File: src/rtl/regfile_dump.sv
// Sequential reader that walks a RegFile read port from lo to hi and
// streams each (address, data) pair out on a valid/ready interface.
module regfile_dump #(
    parameter int addr_width = 1,
    parameter int data_width = 1,
    parameter int lo         = 0,
    parameter int hi         = 1
) (
    input  logic                  CLK,
    input  logic                  RST,
    input  logic                  START,
    input  logic                  ABORT,
    output logic                  BUSY,
    output logic [addr_width-1:0] RD_ADDR,
    input  logic [data_width-1:0] RD_DATA,
    output logic                  OUT_VALID,
    input  logic                  OUT_READY,
    output logic [addr_width-1:0] OUT_ADDR,
    output logic [data_width-1:0] OUT_DATA,
    output logic                  OUT_LAST,
    output logic                  DONE
);

    // Output handshake: a beat transfers on every edge where OUT_VALID and
    // OUT_READY are both high; while OUT_VALID is high and OUT_READY is low,
    // OUT_ADDR/OUT_DATA/OUT_LAST hold, and OUT_VALID only falls on acceptance,
    // ABORT or RST.

    localparam logic [addr_width-1:0] lo_a = addr_width'(lo);
    localparam logic [addr_width-1:0] hi_a = addr_width'(hi);

    typedef enum logic [1:0] {
        IDLE  = 2'd0,
        RUN   = 2'd1,
        DRAIN = 2'd2
    } state_t;

    state_t                state, state_n;
    logic [addr_width-1:0] cursor, cursor_n;
    logic [addr_width-1:0] addr_q, addr_n;
    logic [data_width-1:0] data_q, data_n;
    logic                  valid_q, valid_n;
    logic                  last_q, last_n;
    logic                  done_q, done_n;
    logic                  load;
    logic                  at_hi;

    assign at_hi = (cursor == hi_a);

    always_ff @(posedge CLK) begin
        if (RST) begin
            state   <= IDLE;
            cursor  <= lo_a;
            addr_q  <= '0;
            data_q  <= '0;
            valid_q <= 1'b0;
            last_q  <= 1'b0;
            done_q  <= 1'b0;
        end else begin
            state   <= state_n;
            cursor  <= cursor_n;
            addr_q  <= addr_n;
            data_q  <= data_n;
            valid_q <= valid_n;
            last_q  <= last_n;
            done_q  <= done_n;
        end
    end

    always_comb begin
        state_n  = state;
        cursor_n = cursor;
        addr_n   = addr_q;
        data_n   = data_q;
        valid_n  = valid_q;
        last_n   = last_q;
        done_n   = 1'b0;
        load     = !valid_q || OUT_READY;

        if (ABORT) begin
            // ABORT in IDLE is a no-op but still masks a coincident START.
            if (state != IDLE) begin
                state_n  = IDLE;
                valid_n  = 1'b0;
                last_n   = 1'b0;
                cursor_n = lo_a;
            end
        end else begin
            case (state)
                IDLE: begin
                    if (START) begin
                        cursor_n = lo_a;
                        state_n  = RUN;
                    end
                end
                RUN: begin
                    if (load) begin
                        data_n  = RD_DATA;
                        addr_n  = cursor;
                        last_n  = at_hi;
                        valid_n = 1'b1;
                        if (at_hi) begin
                            state_n = DRAIN;
                        end else begin
                            cursor_n = cursor + addr_width'(1);
                        end
                    end
                end
                DRAIN: begin
                    if (OUT_READY) begin
                        valid_n = 1'b0;
                        last_n  = 1'b0;
                        done_n  = 1'b1;
                        state_n = IDLE;
                    end
                end
                default: begin
                    state_n = IDLE;
                end
            endcase
        end
    end

    assign BUSY      = (state != IDLE);
    assign RD_ADDR   = cursor;
    assign OUT_VALID = valid_q;
    assign OUT_ADDR  = addr_q;
    assign OUT_DATA  = data_q;
    assign OUT_LAST  = last_q;
    assign DONE      = done_q;

endmodule

File: config.mk
export PLATFORM = sky130hd
export DESIGN_NAME = regfile_dump
export DESIGN_NICKNAME = d
export VERILOG_FILES = /design/src/rtl/regfile_dump.sv
export SDC_FILE = /design/constraint.sdc
export NUM_CORES = 1
export LEC_CHECK = 0
export BUFFER_PORTS_ARGS = -buffer_cell sky130_fd_sc_hd__clkbuf_2
export CORE_AREA = 2 2 39 41
export CTS_BUF_LIST = sky130_fd_sc_hd__clkbuf_4 sky130_fd_sc_hd__clkbuf_8 sky130_fd_sc_hd__clkbuf_16
export CTS_CLUSTER_DIAMETER = 30
export DETAILED_ROUTE_END_ITERATION = 10
export DIE_AREA = 0 0 41 43
export MAX_ROUTING_LAYER = met4
export PLACE_DENSITY_LB_ADDON = 0.2
export SETUP_SLACK_MARGIN = 0.3
export SLEW_MARGIN = 0
export SYNTH_ARGS = -nofsm -noshare
export SYNTH_HDL_FRONTEND = slang
export SYNTH_SLANG_ARGS = --single-unit
File: constraint.sdc
create_clock -name CLK -period 1.1 [get_ports CLK]
set_input_delay 0.055 -clock CLK [delete_from_list [all_inputs] [get_ports CLK]]
set_output_delay 0.055 -clock CLK [all_outputs]
set_load 0.01 [all_outputs]
==> flow_summary_export.csv <==
group,metric,value,unit
worst_setup_path,crit_type,"flop to flop",
final_layout,syn_to_final_growth,45.8,%
final_layout,drive_gt1_frac,0.603,
worst_setup_path,cp.required,1250,ps
die,dieArea,0.00176,mm²
sta,min_period,1080,ps
sta,finalCritPeriodShare,0.985,
place,numPlacedInstances,74,
route,wl_per_cell,10.3,µm
pwr,p_leak,0.000249,µW
synthesis,synth_edf_count,0,
route,dr.pass1.iters,3,
final_layout,nNetsFinal,71,
global_route,grt_pass1_vias,326,
flow_run,max_cap_violations,0,
route,wl,811,µm
synthesis,syn-num-nets,49,
clock_network,clock-sinks,8,
sta,tightest_slew,221,ps
synthesis,yosysTopAreaCellShare,0.394,
pwr,power,651,µW
clock_network,cts_buffer_depth,2,
die,core,0.00138,mm²
sta,finalSetupViolations,0,
status,status,"complete, no violations",
synthesis,synth-seq-area-share,0.394,
sta,holdWs,56.0,ps
synthesis,yosysTopAreaCell,"dfxtp_1",
final_layout,stdcell_count,79,
sta,fmax,0.923,GHz
sta,rsz0062_at_grt,"yes",
die,die_h,43,µm
synthesis,synthCells,43,
sta,drv_slew,0,
pwr,p_per_area,1100,mW/mm²
route,viasPerCell,4.56,
global_route,track_usage,0.121,
worst_setup_path,cp-startpoint,"state[0]",
worst_setup_path,cp-end-kind,"flop",
worst_setup_path,worstReg2RegStart,"state[0]",
place,portBuffers,12,
worst_setup_path,cp_max_fo,5,
worst_setup_path,cp.arrival,1230,ps
synthesis,synth_cell_types,22,
route,drt_iter0_drc,17,
synthesis,synth.area.top_cells,"dfxtp_1 (39%), mux2i_1 (7.4%), nand2b_4 (6.8%), nor2_1 (6.5%), buf_6 (5.5%)",
worst_hold_path,min_from,"RD_DATA",
global_route,grt_antenna_before_repair,0,
synthesis,synth.cells.most_frequent,"dfxtp_1 (8), nor2_1 (7), mux2i_1 (3)",
synthesis,synth_async_sr_flop_share,0,
place,place.gp.congestion,0.800,
worst_hold_path,hp-class,"input pin to flop",
die,initial_core_util,0.294,
synthesis,avgSynthCellArea,9.46,µm²
synthesis,yosys_most_used_dff,"dfxtp_1",
global_route,grt_first_pass_wirelength,1370,µm
synthesis,yosysMostFrequentCell,"dfxtp_1",
die,ios,13,
pwr,peakVddDrop,0.520,mV
global_route,grt_max_degree,10,
synthesis,synth_area,407,µm²
sta,hold_viol,0,
clock_network,root_buffer,"clkbuf_4",
clock_network,cts_tree,"built",
sta,relSlewSlack,0.851,
route,via_count,360,
worst_setup_path,crit_path_start_kind,"flop",
die,fp.dieW,41,µm
clock_network,cts_buffers,3,
place,dp_hpwl,622,µm
route,route.detailed.drc,0,
clock_network,clkSlewWorstSetupHoldPaths,60,ps
clock_network,cts_max_level,1,
synthesis,ys_seq_elements,8,
final_layout,fill_cells,135,
clock_network,clock_latency,250,ps
final_layout,antenna_cells,0,
synthesis,yosysWarnings,0,
route,ant_nets,0,
global_route,grt_remaining_overflow,0,
clock_network,ctsHoldBuffers,0,
die,rows,14,
sta,finalClockSkew,3.22,ps
## report_power, final
group	switching [µW]	internal (µW)
Combinational	52.7	64.7
Sequential	9.62	298
Clock	101	125
Total	163	487
## worst max-delay path, stage by stage (launching register included)
cell	delay, ps
dfxtp_2	350
nand2b_4	150
a211o_1	240
a32oi_1	170
nor2_1	70
## kinds of logic after synthesis
logic type	Yosys count	synth area share
DFF	8	0.394
muxes	3	0.0738
buffers and inverters	5	0.0892
AOI/OAI and AO/OA	8	0.135
and+or+nand+nor	19	0.308
## sequential cells by signal, summed over array words and instances (netlist names)
signal and cells:
DONE 1, OUT_ADDR 1, OUT_DATA 1, OUT_LAST 1, OUT_VALID 1, RD_ADDR 1, state 2
## metal layers
metal / up-vias / track usage / part of all wire
li1: 191 / - / -
met1: 158 / 0.172 / 0.50
met2: 8 / 0.147 / 0.43
met3: 3 / 0.0314 / 0.044
met4: 0 / 0.0800 / 0.028
met5: - / - / 0
## area by class of cell
class,count,area [µm²],area share
well taps,16,20.0,0.0338
clock buffers,3,22.5,0.0380
multi-input cells,30,239,0.403
inverters,1,3.75,0.00633
repair buffers,21,138,0.232
flip-flops and latches,8,170,0.287
## placed cells by master, fill, tap and decap left out, drive strengths merged, types with 2 or more instances in the layout
cell type,synthesis,final
clkbuf,1,14
nand2b,3,3
buf,3,10
nor2,7,7
a211o,2,2
o21ai,2,2
a21oi,2,2
nand2,2,2
mux2i,3,3
nor3,3,3
dfxtp,8,8
## worst paths after layout
path	depth (start not counted)	slack, ps	end
setup / recovery	4	20	OUT_LAST
hold / removal	3	60	OUT_DATA
setup reg to reg	4	20	OUT_LAST
hold reg to reg	2	490	OUT_ADDR
## timing repair
item                                   CTS  global route
resized for setup                        4             5
pin swaps                                1             0
setup buffers                            2             0
endpoints found under the hold margin    0             0
setup endpoints to repair               11            14
## per-stage QoR
stage | utilization | TNS (ps) | instance area [µm²] | setup WS, ps
after floorplan | - | -17.5 | 432 | -17.5
after global placement | 0.384 | 0 | 532 | 24.0
after detailed placement | 0.384 | 0 | 532 | 7.15
after CTS | 0.418 | 0 | 578 | 28.8
after global routing | 0.429 | -173 | 593 | -49.1
final | 0.429 | 0 | 593 | 17.0
(Power assumes the default switching activity.)
